==> src/rtl/lcd_pkg.sv <==
// Shared LCD definitions: blitter FSM encoding, default glyph/framebuffer geometry
// and a counter-width helper used by the scan logic.
package lcd_pkg;

  typedef enum logic [1:0] {
    ST_IDLE  = 2'd0,
    ST_DRAW  = 2'd1,
    ST_FLUSH = 2'd2
  } blit_state_t;

  localparam int LCD_FONT_ROWS   = 16;
  localparam int LCD_FB_STRIDE   = 40;
  localparam int LCD_DIGIT_PITCH = 2;

  // A counter over n values needs at least one bit even when n == 1.
  function automatic int cnt_width(input int n);
    return (n > 1) ? $clog2(n) : 1;
  endfunction

endpackage

==> src/rtl/glyph_scan_ctr.sv <==
// Digit/row scan counter: row is the inner loop, digit the outer loop; wraps to
// (0,0) after the last cell and flags that last cell combinationally.
module glyph_scan_ctr
  import lcd_pkg::*;
#(
  parameter int NUM_DIGITS = 4,
  parameter int FONT_ROWS  = LCD_FONT_ROWS,
  parameter int DW         = cnt_width(NUM_DIGITS),
  parameter int RW         = cnt_width(FONT_ROWS)
) (
  input  logic          CLOCK_50,
  input  logic          rst_n,
  input  logic          clr,
  input  logic          adv,
  output logic [DW-1:0] d,
  output logic [RW-1:0] r,
  output logic          last
);

  localparam logic [DW-1:0] D_MAX = DW'(NUM_DIGITS - 1);
  localparam logic [RW-1:0] R_MAX = RW'(FONT_ROWS - 1);

  logic [DW-1:0] d_reg;
  logic [RW-1:0] r_reg;
  logic          row_last;

  assign row_last = (r_reg == R_MAX);
  assign last     = row_last && (d_reg == D_MAX);
  assign d        = d_reg;
  assign r        = r_reg;

  always_ff @(posedge CLOCK_50 or negedge rst_n) begin
    if (!rst_n) begin
      d_reg <= '0;
      r_reg <= '0;
    end else if (clr) begin
      d_reg <= '0;
      r_reg <= '0;
    end else if (adv) begin
      if (row_last) begin
        r_reg <= '0;
        d_reg <= last ? '0 : d_reg + DW'(1);
      end else begin
        r_reg <= r_reg + RW'(1);
      end
    end
  end

endmodule

==> src/rtl/glyph_blitter.sv <==
// Copies font ROM rows for a row of glyph cells into a byte framebuffer, redrawing
// whenever the glyph codes change or a redraw is requested.
module glyph_blitter
  import lcd_pkg::*;
#(
  parameter int NUM_DIGITS  = 4,
  parameter int FONT_ROWS   = LCD_FONT_ROWS,
  parameter int FB_STRIDE   = LCD_FB_STRIDE,
  parameter int DIGIT_PITCH = LCD_DIGIT_PITCH,
  parameter int FB_BASE     = 0
) (
  input  logic                    CLOCK_50,
  input  logic                    rst_n,
  input  logic [7*NUM_DIGITS-1:0] glyph_in,
  input  logic                    redraw,
  output logic [31:0]             font_addr,
  input  logic [7:0]              font_data,
  output logic                    fb_we,
  output logic [31:0]             fb_waddr,
  output logic [7:0]              fb_wdata,
  output logic                    busy,
  output logic                    done
);

  localparam int DW = cnt_width(NUM_DIGITS);
  localparam int RW = cnt_width(FONT_ROWS);

  blit_state_t             state_reg, state_next;
  logic [7*NUM_DIGITS-1:0] snap_reg;
  logic                    snap_valid_reg;
  logic                    pend_reg;
  logic                    wr_valid_reg;
  logic [31:0]             waddr_reg;
  logic [7:0]              wdata_hold_reg;
  logic                    done_reg, done_next;

  logic                    start, load, clr, adv, rd_active;
  logic [DW-1:0]           d;
  logic [RW-1:0]           r;
  logic                    last;
  logic [6:0]              code;
  logic [31:0]             wr_addr_next;

  glyph_scan_ctr #(
    .NUM_DIGITS(NUM_DIGITS),
    .FONT_ROWS (FONT_ROWS),
    .DW        (DW),
    .RW        (RW)
  ) u_scan (
    .CLOCK_50(CLOCK_50),
    .rst_n   (rst_n),
    .clr     (clr),
    .adv     (adv),
    .d       (d),
    .r       (r),
    .last    (last)
  );

  assign start     = redraw || pend_reg || !snap_valid_reg || (glyph_in != snap_reg);
  assign rd_active = (state_reg == ST_DRAW);

  always_comb begin
    state_next = state_reg;
    load       = 1'b0;
    clr        = 1'b0;
    adv        = 1'b0;
    done_next  = 1'b0;
    case (state_reg)
      ST_IDLE: begin
        if (start) begin
          state_next = ST_DRAW;
          load       = 1'b1;
          clr        = 1'b1;
        end
      end
      ST_DRAW: begin
        adv = 1'b1;
        if (last) state_next = ST_FLUSH;
      end
      ST_FLUSH: begin
        state_next = ST_IDLE;
        done_next  = 1'b1;
      end
      default: state_next = ST_IDLE;
    endcase
  end

  // Read address is combinational so the ROM sees it in the same cycle the
  // counter holds (d,r); the matching write address is registered alongside.
  assign code         = snap_reg[7*int'(d) +: 7];
  assign font_addr    = 32'(code) * 32'(FONT_ROWS) + 32'(r);
  assign wr_addr_next = 32'(FB_BASE) + 32'(d) * 32'(DIGIT_PITCH) + 32'(r) * 32'(FB_STRIDE);

  always_ff @(posedge CLOCK_50 or negedge rst_n) begin
    if (!rst_n) begin
      state_reg      <= ST_IDLE;
      snap_reg       <= '0;
      snap_valid_reg <= 1'b0;
      pend_reg       <= 1'b0;
      wr_valid_reg   <= 1'b0;
      waddr_reg      <= '0;
      wdata_hold_reg <= '0;
      done_reg       <= 1'b0;
    end else begin
      state_reg    <= state_next;
      done_reg     <= done_next;
      wr_valid_reg <= rd_active;
      if (load) begin
        snap_reg       <= glyph_in;
        snap_valid_reg <= 1'b1;
      end
      if (state_reg != ST_IDLE) begin
        if (redraw) pend_reg <= 1'b1;
      end else if (load) begin
        pend_reg <= 1'b0;
      end
      if (rd_active) waddr_reg <= wr_addr_next;
      if (wr_valid_reg) wdata_hold_reg <= font_data;
    end
  end

  // ROM data lands during the write cycle, so it goes straight out; the hold
  // register keeps the last written byte visible between passes.
  assign fb_we    = wr_valid_reg;
  assign fb_waddr = waddr_reg;
  assign fb_wdata = wr_valid_reg ? font_data : wdata_hold_reg;
  assign busy     = (state_reg != ST_IDLE);
  assign done     = done_reg;

endmodule

==> config.mk <==
export PLATFORM = sky130hd
export DESIGN_NAME = glyph_blitter
export DESIGN_NICKNAME = d
export VERILOG_FILES = /design/src/rtl/lcd_pkg.sv /design/src/rtl/glyph_scan_ctr.sv /design/src/rtl/glyph_blitter.sv
export SDC_FILE = /design/constraint.sdc
export NUM_CORES = 1
export LEC_CHECK = 0
export ABC_AREA = 1
export BUFFER_PORTS_ARGS = -buffer_cell sky130_fd_sc_hd__clkbuf_2
export CAP_MARGIN = 20
export CORE_UTILIZATION = 50
export CTS_CLUSTER_DIAMETER = 50
export DETAILED_ROUTE_END_ITERATION = 10
export PLACE_DENSITY = 0.89
export SLEW_MARGIN = 25
export SYNTH_ARGS = -nofsm -noshare
export SYNTH_HDL_FRONTEND = slang
export SYNTH_SLANG_ARGS = --single-unit
==> constraint.sdc <==
create_clock -name CLOCK_50 -period 1.8 [get_ports CLOCK_50]
set_input_delay 0.36 -clock CLOCK_50 [delete_from_list [all_inputs] [get_ports CLOCK_50]]
set_output_delay 0.36 -clock CLOCK_50 [all_outputs]
set_load 0.03 [all_outputs]
Yosys cells after proc, flatten, opt, wreduce, memory -nomap -nowiden
Cells that the tools add are included.
Operators by class
  $mul: 2
  shift-type cells: 1
  equal/unequal tests: 8
  $add $sub $neg: 4
  reductions and logical operators: 13
  multiplexer cells: 18
Operators with widths (number)
  != test 28 bit: 1
  variable part select 28 x 6 -> 7 bit: 1
  adder 11 x 4 -> 12 bit: 1
  2-to-1 mux 2 bit: 6
  2-to-1 mux 4 bit: 3
  adder 3 x 10 -> 11 bit: 1
  2-to-1 mux 8 bit: 1
  nonzero test 2 bit: 4
  multiplier 4 x 3 -> 7 bit (second input constant): 1
  2-to-1 mux 1 bit: 7
  AND reduction 2 bit: 3
  multiplier 3 x 2 -> 5 bit (first input constant): 1
  adder 4 x 1 -> 4 bit (second input constant): 1
  equality test 2 bit (second input constant): 2
  equality test 4 bit (second input constant): 1
  != test 2 bit (second input constant): 2
  one-hot mux 2 bit (2 select lines): 1
  logical OR 1 bit: 3
  adder 2 x 1 -> 2 bit (second input constant): 1
  equality test 2 x 1 -> 1 bit (second input constant): 1
  zero test 2 bit: 1
  != test 2 x 1 -> 1 bit (second input constant): 1
  logical AND 1 bit: 1
  zero test 1 bit: 1
Storage, ports and cells
  input bits: 39
  word-level logic and storage cells: 56
  output and inout port bits: 75
  flip-flop bits (word level): 80

Depth between registers and ports, before layout
Gate-level depths: netlist of run 1.
  word-level depth: 7
  mapped depth: 13
  gate-level depth less buffers: 12

Hierarchy
From an unflattened synthesis of run 1, not the netlist that was laid out.
Unflattened totals
  cell total of the unflattened synthesis: 415
  area, all modules: 3482.1 µm²
Modules (own cells, without submodules)
  glyph_blitter: cells an instance 370, area each 3143.0 µm², sequential area each 1276.2 µm², instances 1
  glyph_scan_ctr: cells an instance 45, area each 339.1 µm², sequential area each 150.1 µm², instances 1

Worst setup path after synthesis of run 1
No wires, ideal clock.
  kind: flip-flop to output port
  start point: reg u_scan.d_reg[1] (netlist: u_scan.d[1])
  end point: out font_addr[4]
  buffers on the path: 1
  cell stages (with the launch flop): 5
  data required time: 1440 ps
  path slack: -64 ps
  data arrival time: 1504 ps
  path through: dfrtp_1 -> inv_1 -> clkbuf_1 -> o21ai_0 -> o21ai_0
Between the ends
  cells in the longest elaborated chain, start to end: 3
RTL lines
  start: declaration: RTL line glyph_scan_ctr.sv:23  | logic [DW-1:0] d_reg;
  start signal: assignment: RTL line glyph_scan_ctr.sv:42  | d_reg <= last ? '0 : d_reg + DW'(1);
  multiplier 3 x 2 -> 5 bit: RTL line glyph_blitter.sv:90  | assign code = snap_reg[7*int'(d) +: 7];
  variable part select 28 x 6 -> 7 bit: RTL line glyph_blitter.sv:90
  adder 11 x 4 -> 12 bit: RTL line glyph_blitter.sv:91  | assign font_addr = 32'(code) * 32'(FONT_ROWS) + 32'(r);
  end: declaration: RTL line glyph_blitter.sv:16  | output logic [31:0] font_addr,
No other way between the ends.

Final worst setup path of run 1
  start point: reg u_scan.d_reg[1] (netlist: u_scan.d[1])
  end point: out font_addr[8]
The elaborated chain is that of the path after synthesis.

==> summary.txt, run 1 <==
Outcome
  – Status: finished with violations
  – Failing checks: negative hold slack, negative setup slack

CTS
  – Htree depth: 3
  – Clk sinks: 57
  – Clock Latency Late Sink: 0.35 ns
  – CTS Hold Bufs: 0
  – CTS clock-pin slew for the worst setup and hold paths: 0.07 ns
  – CTS Root Cell: clkbuf_8
  – CTS Buf Count: 9
  – Clock tree from TritonCTS: yes
  – Bufs on Longest Clock Path: 2

Synth
  – Mapped Cells: 395
  – Register area share after synthesis: 0.438
  – Mapped cell area: 3260 µm²
  – Top_reg_cell synth: dfrtp_1
  – Ys Warns: 0
  – Synth area leader: dfrtp_1
  – Seq cells post-synth: 57
  – Commonest cells in the synthesized netlist: nand2_1 (103), dfrtp_1 (57), buf_4 (48)
  – Netlist cell types: 27
  – Asr flop ratio synth: 1.00
  – Area share of the largest cell type after synthesis: 0.438
  – Top-count cell post-synth: nand2_1
  – Mean Syn Cell Area: 8.25 µm²
  – Top cells by area, synth: dfrtp_1 (44%), nand2_1 (12%), buf_4 (11%), xnor2_1 (4.6%), nand3_1 (4.0%)
  – Post-synth EDFFs: 0

Critical path
  – Origin of the worst setup path: u_scan.d[1]$_DFFE_PN0P_
  – Top delay family on crit path: buffers and inverters
  – FF-to-FF Start: snap_reg[24]$_DFFE_PN0P_
  – Crit. path cell count: 5
  – Flop2flop setup slack: 0.06 ns
  – Crit-path max FO: 8
  – Critical Path Source Type: register
  – Critical path cell sequence: clkinvlp_4 -> buf_12 -> o21ai_1 -> o21ai_1 -> buf_4
  – Critical path endpoint: font_addr[8]
  – Reg2reg end: snap_reg[15]$_DFFE_PN0P_
  – CP endpoint kind: primary output
  – Worst path max stage delay: 0.40 ns
  – R2R depth: 10
  – Crit Path Category: reg2out
  – CP max stage cell: dfrtp_1
  – Crit-path most repeated cell: o21ai_1
  – CP Buf/Inv Count: 3
  – CP Data Arrival Time: 1.59 ns
  – Required time worst endpoint: 1.44 ns

Layout
  – Layout cells sized above 1: 0.266
  – Nets: 522
  – Design area: 3960 µm²
  – Syn-to-layout area delta: 21.5%
  – Fill cells: 497
  – Final non-filler cell total: 558
  – Max reg flops: 28
  – N_diodes: 0

Job
  – Max_cap viols: 0

Routing
  – First-pass DRT Iterations: 5
  – Drt initial violations: 290
  – Post-detailed-route via-to-cell ratio: 5.34
  – Wire length per cell: 15.2 µm
  – DRT antenna net count: 0
  – Routed WL: 8470 µm
  – Via count: 2981
  – DRC violations left: 0

Global routing
  – Global Route Usage Sum: 0.245
  – First-pass GRT wire length: 12200 µm
  – Gr ovfl total: 0
  – Vias in the first global route: 2623
  – Largest net degree at the start of global routing: 58
  – Initial antenna violation count: 0

Die
  – Num ports: 114
  – Core Area: 6310 µm²
  – Die footprint: 6840 µm²
  – Die extent in x: 82.7 µm
  – Row Count: 29
  – Initial core utilization: 0.516
  – Die H: 82.7 µm

Timing
  – Worst hold margin: -0.00652 ns
  – Worst setup margin: -0.151 ns
  – Setup Skew: 0.0108 ns
  – Max Fclk: 0.513 GHz
  – RSZ-0062 raised after global routing: true
  – Max Transition Viols Final: 0
  – Final period utilization: 1.08
  – Final setup viols: 10
  – Final hold vios: 4
  – Min cycle time layout: 1.95 ns

Power and ir drop
  – Maximum vdd drop: 0.488 mV
  – P per Cell Area: 741 nW/µm²
  – Leak Pwr: 2.05 nW

Placement
  – Pre-CTS setup slack: 0.0365 ns
  – RD Place Congestion: 0.814
  – Number of port buffers: 69
  – Cell Area, Placed: 3560 µm²
  – DP HPWL: 5360 µm
  – Placed insts: 537

Worst hold path
  – Worst hold path type: in2async
worst min path at each step:
stage | to | startpoint
global placement | fb_waddr[6]$_DFFE_PN0P_ | rst_n
finish | wdata_hold_reg[2]$_DFF_PN0_ | rst_n
CTS | wdata_hold_reg[5]$_DFF_PN0_ | rst_n
global route | wdata_hold_reg[5]$_DFF_PN0_ | rst_n
detailed placement | fb_waddr[6]$_DFFE_PN0P_ | rst_n
floorplan | done$_DFF_PN0_ | rst_n
cell usage in the layout (no fill, tap or decap), drive strengths merged:
master,netlist,layout
o21ai,34,34
nor2,27,27
mux2,8,8
nand2,105,105
nand4,3,3
a21oi,12,12
clkbuf,8,68
clkinvlp,0,3
o22ai,3,3
dfrtp,57,57
nor3,1,1
nand3,26,26
o211ai,2,2
o31ai,1,1
conb,1,44
clkinv,2,3
xnor2,17,17
bufinv,0,2
ha,6,6
buf,52,28
xor2,5,5
fa,1,1
inv,24,25
cell type report:
type / instances / area (µm²) / share of cell area
Timing Repair Buffer: 87 / 571 / 0.144
Clock buffer: 9 / 124 / 0.0313
Tap cell: 77 / 96.3 / 0.0243
Inverter: 26 / 104 / 0.0262
Multi-Input combinational cell: 295 / 1540 / 0.390
Sequential cell: 57 / 1430 / 0.361
Clock inverter: 7 / 93.8 / 0.0237
layer usage:
metal  GRT usage  wire, µm  vias up
met5           0         0        -
met2       0.393      4280      211
met4       0.138       368        0
met3      0.0549       758       50
li1            -         -     1334
met1       0.303      3060     1386
timing repair:
| item | in CTS | in global routing |
|---|---|---|
| buffers inserted | 3 | 1 |
| pin swaps | 0 | 5 |
| cloned | 0 | 1 |
| gates resized for setup | 14 | 41 |
| hold endpoints to repair | 0 | 0 |
| setup endpoints to repair | 15 | 43 |
worst reg2reg max path, stage by stage, from the launching register on:
cell	delay [ns]
dfrtp_1	0.43
xnor2_1	0.18
nand2_1	0.08
nor2_2	0.16
nand2_1	0.07
nor2_1	0.13
nand2_2	0.12
nand2_8	0.14
buf_4	0.19
nand2_1	0.11
nand2_1	0.07
power breakdown:
part | switching [mW] | internal (mW)
combinational | 0.223 | 0.0693
sequential | 0.00255 | 1.29
clock | 0.572 | 0.778
per-stage QoR:
| stage | setup TNS [ns] | utilization | power, mW |
|---|---|---|---|
| 2_1_floorplan | 0 | - | 1.58 |
| 3_3_place_gp | 0 | 0.564 | 1.60 |
| 3_5_place_dp | 0 | 0.564 | 1.61 |
| 4_1_cts | -0.469 | 0.609 | 2.94 |
| 5_1_grt | -1.29 | 0.627 | 3.03 |
| 6_report | -0.869 | 0.627 | 2.93 |
cell families (layout without fill, tap and decap cells):
family          after synthesis  count (layout)  share of synthesized area
compound gates               52              52                     0.0833
simple gates                162             162                      0.202
flops                        57              57                      0.438
xor+xnor                     22              22                     0.0591
fa+ha+maj                     7               7                     0.0292
buf+inv                      86             129                      0.159
other cells                   1              44                    0.00115
mux                           8               8                     0.0277
No activity file was read; power rests on OpenSTA's default activity.
==> inputs of run 2 (changes only) <==
--- a/config.mk
+++ b/config.mk
@@ -8,10 +8,10 @@
 export ABC_AREA = 1
 export BUFFER_PORTS_ARGS = -buffer_cell sky130_fd_sc_hd__clkbuf_2
 export CAP_MARGIN = 20
-export CORE_UTILIZATION = 50
+export CORE_UTILIZATION = 45
 export CTS_CLUSTER_DIAMETER = 50
 export DETAILED_ROUTE_END_ITERATION = 10
-export PLACE_DENSITY = 0.89
+export PLACE_DENSITY = 0.85
 export SLEW_MARGIN = 25
 export SYNTH_ARGS = -nofsm -noshare
 export SYNTH_HDL_FRONTEND = slang
==> constraint.sdc (replaced) <==
create_clock -name CLOCK_50 -period 1.6 [get_ports CLOCK_50]
set_input_delay 0.32 -clock CLOCK_50 [delete_from_list [all_inputs] [get_ports CLOCK_50]]
set_output_delay 0.32 -clock CLOCK_50 [all_outputs]
set_load 0.03 [all_outputs]
==> summary.txt, run 2 (synthesis gave the netlist of run 1 again) <==
Timing
  – Setup Skew: 0.0112 ns (+0.000378 ns)
  – Final period utilization: 1.15
  – Setup TNS Final: -7.08 ns (-6.22 ns)
  – RSZ-0062 raised after global routing: true
  – Final setup viols: 52 (+42)
  – Max Fclk: 0.542 GHz
  – Min cycle time layout: 1.84 ns
  – Max Transition Viols Final: 0 (unchanged)
  – Worst hold margin: 0.227 ns (+0.234 ns)
  – Final hold vios: 0 (-4)
  – Worst setup margin: -0.245 ns (-0.0941 ns)

Outcome
  – Status: finished with violations
  – Failing checks: negative setup slack

Global routing
  – Initial antenna violation count: 0 (unchanged)
  – Largest net degree at the start of global routing: 58 (unchanged)
  – Met3 GRT Util: 0.0417 (-0.0132)
  – GRT Max-Usage Layer: met2
  – Met2 GRT Util: 0.392 (-0.00107)
  – Global Route Usage Sum: 0.229 (-0.0153)
  – Vias in the first global route: 2785 (+6.2%)
  – First-pass GRT wire length: 13200 µm (+8.9%)
  – Met1 usage: 0.280 (-0.0235)
  – Gr ovfl total: 0 (unchanged)

CTS
  – CTS Root Cell: clkbuf_8
  – CTS Buf Count: 9 (unchanged)
  – Clock Latency Late Sink: 0.36 ns (about the same)
  – Htree depth: 3 (unchanged)
  – CTS clock-pin slew for the worst setup and hold paths: 0.08 ns (about the same)
  – Bufs on Longest Clock Path: 2 (unchanged)
  – Clk sinks: 57 (unchanged)
  – Clock tree from TritonCTS: yes

Power and ir drop
  – Leak Pwr: 2.36 nW (+15%)
  – Design Power: 3.41 mW (+16%)
  – Maximum vdd drop: 0.439 mV (-10%)
  – P per Cell Area: 736 nW/µm² (-0.70%)

Layout
  – Fill cells: 469 (-5.6%)
  – Final non-filler cell total: 596 (+6.8%)
  – Most frequent cells in the layout: nand2_1 (65), clkbuf_2 (54), dfrtp_1 (50)
  – Max reg flops: 28 (unchanged)
  – Syn-to-layout area delta: 42.4%
  – FF+latch area: 1440 µm² (+0.53%)
  – Layout cells sized above 1: 0.436 (+0.170)
  – Area of the multi-input gates: 1870 µm² (+21%)
  – Commonest non-fill, non-tap cell in the layout: nand2_1
  – N_diodes: 0 (unchanged)
  – Nets: 541 (+3.6%)

Die
  – Core Area: 6910 µm² (+9.4%)
  – Row Count: 30 (+3.4%)
  – Die extent in x: 87.1 µm (+5.3%)
  – Die footprint: 7580 µm² (+11%)
  – Die H: 87.1 µm (+5.3%)
  – Initial core utilization: 0.472 (-0.0443)
  – Num ports: 114 (unchanged)

Routing
  – DRC violations left: 0 (unchanged)
  – Wire length per cell: 17.1 µm (+13%)
  – Via count: 3160 (+6.0%)
  – First-pass DRT Iterations: 5 (unchanged)
  – DRT antenna net count: 0 (unchanged)
  – Post-detailed-route via-to-cell ratio: 5.30 (-0.75%)
  – Routed WL: 10200 µm (+21%)
  – Drt initial violations: 287 (-1.0%)

Placement
  – RD Place Congestion: 0.868 (+6.6%)
  – Placed insts: 564 (+5.0%)
  – DP HPWL: 5570 µm (+3.9%)
  – Pre-CTS setup slack: -0.000660 ns (-0.0372 ns)
  – Number of port buffers: 69 (unchanged)

Job
  – Max_cap viols: 0 (unchanged)

Critical path
  – Crit Path Category: reg2out
  – CP max stage cell: dfrtp_1
  – CP endpoint kind: primary output
  – Required time worst endpoint: 1.28 ns (-0.16 ns)
  – Crit-path max FO: 7 (-1)
  – Critical path cell sequence: inv_4 -> buf_6 -> o21ai_1 -> o22ai_2 -> clkbuf_8
  – CP Buf/Inv Count: 3 (unchanged)
  – Critical Path Source Type: register
  – Top delay family on crit path: flip-flops
  – CP Data Arrival Time: 1.52 ns (-0.07 ns)
  – Worst path max stage delay: 0.41 ns (about the same)

Worst hold path
  – Worst hold path type: in2reg
## run 2: cell count changes in the layout (fill, tap and decap cells not counted), sizes merged
cell / delta
buf: +15
inv: +1
clkinv: +1
clkinvlp: -2
clkbuf: +3
dlygate4sd3: +1
## run 2: final cells by class
type,count,area share
Multi-Input combinational cell,295,0.402
Sequential cell,57,0.309
Timing Repair Buffer,106,0.191
Clock buffer,9,0.0267
Tap cell,96,0.0259
Clock inverter,7,0.0224
Inverter,26,0.0224
## run 2: final timing paths
kind	from	end	slack [ns]	cells past startpoint
worst max register to register	snap_reg[10]$_DFFE_PN0P_	u_scan.d[0]$_DFFE_PN0P_	-0.23	10
worst min register to register	snap_valid_reg$_DFFE_PN0P_	snap_valid_reg$_DFFE_PN0P_	0.48	2
min in group asynchronous	rst_n	snap_reg[25]$_DFFE_PN0P_	0.49	3
max in group asynchronous	rst_n	snap_reg[23]$_DFFE_PN0P_	0.81	3
worst min-delay path	font_data[1]	wdata_hold_reg[1]$_DFF_PN0_	0.23	2
worst max-delay path	u_scan.d[0]$_DFFE_PN0P_	font_addr[7]	-0.24	5
## run 2: power breakdown
group	internal, mW	switching [mW]
sequential	1.45	0.00344
clock	0.892	0.688
combinational	0.110	0.269
## run 2: stage by stage
step	util	instance area (µm²)
2_1_floorplan	-	3480
3_3_place_gp	0.538	3720
3_5_place_dp	0.538	3720
4_1_cts	0.601	4150
5_1_grt	0.672	4640
6_report	0.672	4640
## run 2: what timing repair did
item,4_1_cts,5_1_grt
pin swaps,0,27
hold buffers,1,0
endpoints found under the hold margin,49,0
setup buffers,4,9
cloned,0,2
gates resized for setup,54,113
endpoints found under the setup margin,16,54
## run 2: per-layer routing
metal  part of all wire  vias to the layer above
met1               0.36                     1512
li1                   -                     1378
met2               0.50                      197
met4              0.060                        0
met3              0.076                       73
met5                  0                        -
## run 2: worst register-to-register path: cells and delay by family, from the launching register on
kind | cells | cell delay [ns]
simple gates | 8 | 0.98
xor+xnor | 1 | 0.16
flops | 1 | 0.47
buf+inv | 1 | 0.16
